**config.mk**
```make
export PLATFORM = sky130hd
export DESIGN_NAME = control_sequencer
export DESIGN_NICKNAME = d
export VERILOG_FILES = /design/src/rtl/control_sequencer.sv
export SDC_FILE = /design/constraint.sdc
export NUM_CORES = 1
export LEC_CHECK = 0
export ABC_AREA = 1
export CORE_ASPECT_RATIO = 0.8
export CORE_UTILIZATION = 48
export DETAILED_ROUTE_END_ITERATION = 8
export PLACE_DENSITY_LB_ADDON = 0.12
export REMOVE_ABC_BUFFERS = 1
export SYNTH_ARGS = -nofsm -noshare
export SYNTH_HDL_FRONTEND = slang
export SYNTH_SLANG_ARGS = --single-unit
```
**constraint.sdc**
```tcl
create_clock -name clk -period 1.6 [get_ports clk]
set_clock_uncertainty 0.05 [all_clocks]
set_input_delay 0.32 -clock clk [delete_from_list [all_inputs] [get_ports clk]]
set_output_delay 0.32 -clock clk [all_outputs]
set_load 0.01 [all_outputs]
```
**src/rtl/control_sequencer.sv**
```systemverilog
// Multi-cycle control FSM for the 16-bit accumulator CPU: sequences fetch,
// decode, execute and memory phases, drives datapath strobes and the memory handshake.
module control_sequencer #(
  parameter int WAIT_MAX = 15,
  parameter int CNT_W    = 16
) (
  input  logic             clk,
  input  logic             rst,
  input  logic             halt_program,
  input  logic [3:0]       OP_code,
  input  logic             acc_zero,
  input  logic             acc_neg,
  input  logic             mem_ready,
  output logic             mem_req,
  output logic             mem_we,
  output logic             addr_sel,
  output logic             ir_load,
  output logic             pc_inc,
  output logic             pc_load,
  output logic             acc_load,
  output logic [1:0]       acc_src,
  output logic [2:0]       alu_op,
  output logic             halted,
  output logic             fault,
  output logic [2:0]       state,
  output logic [CNT_W-1:0] retired
);

  localparam int WAIT_W = $clog2(WAIT_MAX + 1);

  typedef enum logic [2:0] {
    S_FETCH  = 3'd0,
    S_DECODE = 3'd1,
    S_EXEC   = 3'd2,
    S_MEM    = 3'd3,
    S_PAUSE  = 3'd4,
    S_HALT   = 3'd5,
    S_FAULT  = 3'd6
  } state_t;

  state_t              state_q, state_d;
  logic [WAIT_W-1:0]   wait_q, wait_d;
  logic                fault_q, fault_d;
  logic [CNT_W-1:0]    retired_q, retired_d;
  logic                retire;
  logic                waiting;
  state_t              boundary;

  // NOTE: every signal written here gets a default first so no latch is inferred.
  always_comb begin
    state_d  = state_q;
    mem_req  = 1'b0;
    mem_we   = 1'b0;
    addr_sel = 1'b0;
    ir_load  = 1'b0;
    pc_inc   = 1'b0;
    pc_load  = 1'b0;
    acc_load = 1'b0;
    acc_src  = 2'd0;
    alu_op   = 3'b111;
    halted   = 1'b0;
    retire   = 1'b0;
    boundary = halt_program ? S_PAUSE : S_FETCH;

    case (state_q)
      S_FETCH: begin
        mem_req = 1'b1;
        if (mem_ready) begin
          ir_load = 1'b1;
          pc_inc  = 1'b1;
          state_d = S_DECODE;
        end
      end
      S_DECODE: begin
        case (OP_code)
          4'h1, 4'h2, 4'h3, 4'h4, 4'h5, 4'h6: state_d = S_MEM;
          4'hF: begin
            state_d = S_HALT;
            retire  = 1'b1;
          end
          default: state_d = S_EXEC;
        endcase
      end
      S_EXEC: begin
        retire  = 1'b1;
        state_d = boundary;
        case (OP_code)
          4'h7: begin acc_load = 1'b1; alu_op = 3'b100; end
          4'hC: begin acc_load = 1'b1; alu_op = 3'b101; end
          4'hD: begin acc_load = 1'b1; alu_op = 3'b110; end
          4'h8: begin acc_load = 1'b1; acc_src = 2'd2; end
          4'h9: pc_load = 1'b1;
          4'hA: pc_load = acc_zero;
          4'hB: pc_load = acc_neg;
          default: ;
        endcase
      end
      S_MEM: begin
        mem_req  = 1'b1;
        addr_sel = 1'b1;
        mem_we   = (OP_code == 4'h2);
        if (mem_ready) begin
          retire  = 1'b1;
          state_d = boundary;
          case (OP_code)
            4'h1: begin acc_load = 1'b1; acc_src = 2'd1; end
            4'h3: begin acc_load = 1'b1; alu_op = 3'b000; end
            4'h4: begin acc_load = 1'b1; alu_op = 3'b001; end
            4'h5: begin acc_load = 1'b1; alu_op = 3'b010; end
            4'h6: begin acc_load = 1'b1; alu_op = 3'b011; end
            default: ;
          endcase
        end
      end
      S_PAUSE: if (!halt_program) state_d = S_FETCH;
      S_HALT:  halted = 1'b1;
      S_FAULT: ;
      default: state_d = S_FETCH;
    endcase

    // A request stuck for WAIT_MAX consecutive cycles overrides any other transition.
    waiting = mem_req && !mem_ready;
    fault_d = fault_q;
    if (waiting && (wait_q == WAIT_W'(WAIT_MAX - 1))) begin
      state_d = S_FAULT;
      fault_d = 1'b1;
    end
    wait_d = (waiting && (state_d == state_q)) ? wait_q + WAIT_W'(1) : '0;

    retired_d = retire ? retired_q + CNT_W'(1) : retired_q;

    if (rst) begin
      mem_req  = 1'b0;
      mem_we   = 1'b0;
      ir_load  = 1'b0;
      pc_inc   = 1'b0;
      pc_load  = 1'b0;
      acc_load = 1'b0;
    end
  end

  // NOTE: sequential state uses non-blocking assignments so all flops update together.
  always_ff @(posedge clk) begin
    if (rst) begin
      state_q   <= S_FETCH;
      wait_q    <= '0;
      fault_q   <= 1'b0;
      retired_q <= '0;
    end else begin
      state_q   <= state_d;
      wait_q    <= wait_d;
      fault_q   <= fault_d;
      retired_q <= retired_d;
    end
  end

  assign state   = state_q;
  assign fault   = fault_q;
  assign retired = retired_q;

endmodule

```
Word level (Yosys, flattened, before mapping). Cells that the tools add are included.

Register bits: 24. Logic and storage cells: 74.

$add $sub $neg: 2. Eq/ne operators: 22. Mux-type cells: 34. Bitwise logic cells: 1. Reduce and logical (&&, ||, !) cells: 11.

Operators with widths (number): $eq 4x4->1 const B (8); $mux 1 (18); $mux 3 (6); $pmux 3 s6 (1); $add 16x1->16 const B (1); $eq 4x3->1 const B (4); $pmux 3 s2 (2); $pmux 3 s4 (1); $eq 3x3->1 const B (3); $eq 4x2->1 const B (2); $eq 3x2->1 const B (2); $pmux 1 s3 (2); $pmux 2 s3 (1); $reduce_or 2->1 (3); $reduce_or 6->1 (1); $reduce_or 5->1 (1); $add 4x1->4 const B (1); $eq 4x1->1 const B (1); $pmux 2 s2 (1); $reduce_or 4->1 (1); $eq 3x1->1 const B (1); $eq 3x3->1 (1); $logic_and 1x1->1 (3); $logic_not 3->1 (1); other kinds (4) (4).

Depth between registers and ports, before layout.
Depth after elaboration: 10. Gate-level depth with buffers: 11. Depth with buffers taken out: 11.

Least setup slack after synthesis. No wires, ideal clock.

Kind: register -> output. Start point: register state_q[1], in the netlist state[1]. End point: output pc_load. Arrival: 1.406 ns. Path slack: -0.176 ns. Cell stages (with the launch flop): 5. Cells stage by stage: dfxtp_1 inv_2 nor2_1 nand2_2 a2111oi_0.

Longest elaborated chain between the ends: 3.

Ends and longest elaborated chain: start, declared (RTL line 41) `state_t state_q, state_d;`; start signal, assigned (RTL line 150) `state_q <= state_d;`; $eq 3x2->1 (RTL line 65) `case (state_q)`; $mux 1 (RTL line 65); $mux 1 (RTL line 132) `if (rst) begin`; end, declared (RTL line 19) `output logic pc_load,`.

Every way passes these cells.

Worst setup path after layout.
Start point: register state_q[1], in the netlist state[1]. End point: register retired_q[0], in the netlist retired[0].

Longest elaborated chain between the ends: 2. Elaborated cells between the ends (all ways): 4. Those cells by class: eq/ne (3); mux (1).

Ends and longest elaborated chain: $eq 3x2->1 / $eq 3x1->1 (equally long branches) (RTL line 65); $pmux 1 s3 (*) (RTL line 65); end signal, assigned (RTL line 153) `retired_q <= retired_d;`; end, declared (RTL line 44) `logic [CNT_W-1:0] retired_q, retired_d;`.

Every way passes the cells marked *; elsewhere a longest branch is shown, timed or not. A chain may end at the register's enable or synchronous reset.

==> results.cfg <==
[layout]
fin_area_mm2 = 0.002889
drive_gt1_share_pct = 46.97
fin_nets = 361
n_antenna_cell = 0
final_cells = 387
multi_input_area_mm2 = 0.001181
area_growth_pct = 85.76
final_util_pct = 93.63
regArea_um2 = 501.7
fillers = 104

[cts]
cts_tree = built
htree_levels = 1
clockBufferDepth = 2
clk_pin_slew_ps = 90
cts_hold_buf = 0
cts.sinks = 24
worstSkewPairLatency_ps = 280
cts_buffers = 3
cts_root_buffer = clkbuf_8

[synth]
synthDominantCellAreaShare_pct = 30.89
seq_area_frac_synth_pct = 30.89
yosysWarningCount = 0
synth_edf_count = 0
yosysUniqueCellTypes = 33
syn_inst = 243
synth.avg_cell_area_um2 = 6.400
postSynth.asyncResetShare_pct = 0
synth_ff_type = dfxtp_1
yosys.area.top_type = dfxtp_1
synth_area_leaders = dfxtp_1 (31%), nand2_1 (14%), nor2_1 (8.4%)
syn_area_mm2 = 0.001555
ys_seq_elements = 24

[pwr]
power_density_mw_per_mm2 = 601.8
power_uw = 1739
irDropWorstVdd_v = 0.0006592
p_leak_uw = 0.001432

[global_routing]
antenna_found_initial = 0
grt_max_degree = 15
grt_util_all_layers_pct = 35.29
grt_pass1_vias = 1975
grt_pass1_wl_um = 9039
grt_overflow = 0

[route]
antenna_left = 0
firstDrtPassIters = 8
post-route-drc-count = 0
drtIter0Drc = 264
finalWirelength_um = 8293
drt-vias-per-instance = 6.276
vias = 2429
wl_per_cell_um = 21.43

[placement]
dpl_cell_area_mm2 = 0.002365
gp_congestion = 0.9391
dpl.cell_count = 368
io_buffer_count = 42
dp_worst_setup_slack_ps = -802.9
dp_hpwl_um = 3429

[worst_setup_path]
r2r-start = state[1]$_SDFF_PP0_
cp_top_family = buffers and inverters
worst-path-buf-inv = 5
cp-start-kind = register
path_common_cell = buf_6
critPathKind = register to register
critPathMaxStageDelay_ps = 370
worstPathRequired_ps = 1740
path_cells = buf_6 -> nand2_4 -> nor2_4 -> nand2_4 -> buf_6 -> buf_4 -> nand3_4 -> buf_12 -> buf_6 -> o21ai_0 -> a21oi_1
r2r_slack_ps = -290
critical_path.startpoint = state[1]$_SDFF_PP0_
worstPathMaxFanout = 7
worstPathArrival_ps = 2030
crit_slowest_cell = dfxtp_4
cp-end-kind = register

[sta]
max_freq_ghz = 0.5295
slew_violations = 0
hold_viol_final = 0
tightest_slew_ps = 382.7
rsz0062_at_grt = yes
relSlewSlack_pct = 74.39
setup_slack_ps = -288.7
finalSetupViolations = 36
min_period_ps = 1889
fin_crit_sh_pct = 118.0

[die]
die_w_um = 65.64
dieArea_mm2 = 0.003473
io_pins = 43
core.rowCount = 18
fp.coreArea_mm2 = 0.003085
die_y_um = 52.91
initial_core_util_pct = 50.41

[min_path]
worstHoldStart = fault$_SDFFE_PP0P_
hp-class = register to register

[status]
violations = negative setup slack
outcome = finished with violations

[flow_run]
maxCapViolCount = 0
[worst register-to-register path: stages, from the launching register on]
cell and delay (ps):
dfxtp_4 370, buf_6 100, nand2_4 40, nor2_4 130, nand2_4 110, buf_6 140
buf_4 140, nand3_4 170, buf_12 160, buf_6 110, o21ai_0 90, a21oi_1 190
[cell usage in the layout, fill, tap and decap left out, drive strengths merged]
cell and instances:
a2111oi 1, a21oi 17, and3 1, buf 76
bufinv 1, clkbuf 3, clkdlybuf4s15 1, clkdlybuf4s50 11
clkinv 1, dfxtp 24, dlygate4sd2 9, dlymetal6s2s 8
ha 3, inv 35, nand2 66, nand3 16
nand4 3, nor2 39, nor3 11, nor4 1
o211ai 1, o21ai 12, o21bai 1, o2bb2ai 1
xnor2 1, xor2 4
[power by group]
part           internal [uW]  switching, uW  total (uW)  leakage, uW
sequential               608           16.4         624     0.000199
combinational            266            302         569      0.00120
clock                    335            211         546    0.0000357
total                   1210            529        1740      0.00143
[what timing repair did]
| action | CTS | global route |
|---|---|---|
| buffers inserted | 14 | 6 |
| endpoints found under the setup margin | 45 | 41 |
| endpoints found under the hold margin | 0 | 0 |
| pin swaps | 16 | 26 |
| resized for setup | 124 | 68 |
[per-stage QoR]
stage	hold WS [ps]	TNS (ps)
4_1_cts	421.2	-2010
5_1_grt	449.5	-7131
2_1_floorplan	339.1	-177.5
6_report	433.0	-5177
3_5_place_dp	402.3	-15900
3_3_place_gp	390.3	-15140
[cell type report]
cell class	count	area share, %
inverters	36	5.024
flip-flops and latches	24	17.37
multi-input cells	178	40.88
clock buffers	3	1.429
repair buffers	105	32.52
clock inverters	1	1.039
well taps	40	1.732
[final timing paths]
path,endpoint,cells past startpoint
hold reg to reg,fault$_SDFFE_PP0P_,2
setup / recovery,retired[0]$_SDFFE_PP0P_,11
hold / removal,fault$_SDFFE_PP0P_,2
setup reg to reg,retired[0]$_SDFFE_PP0P_,11
[state kept, by name, summed over array words and instances, names as in the netlist]
signal / flops
retired: 16
wait_q: 4
state: 3
fault: 1
[metal layers]
metal | track usage (%) | routed length (um)
met1 | 41.00 | 2850
met2 | 61.39 | 3665
met3 | 7.543 | 1001
met4 | 17.75 | 776
met5 | 0 | 0
[Yosys cell counts (4+ instances only)]
master / number
a21oi_1: 16
nand2_2: 6
xor2_1: 4
o21ai_0: 11
inv_1: 32
nor2_1: 35
nor3_1: 9
dfxtp_1: 24
nand2_1: 59
nand3_1: 12
[kinds of logic after synthesis]
logic type,count (synthesis),synth area share [%]
AO/OA/AOI/OAI,33,11.67
XOR/XNOR,5,2.816
adder cells (fa/ha/maj),3,2.414
buffers and inverters,41,11.02
flip-flops,24,30.89
AND/OR/NAND/NOR,137,41.19
(Power assumes the default switching activity.)
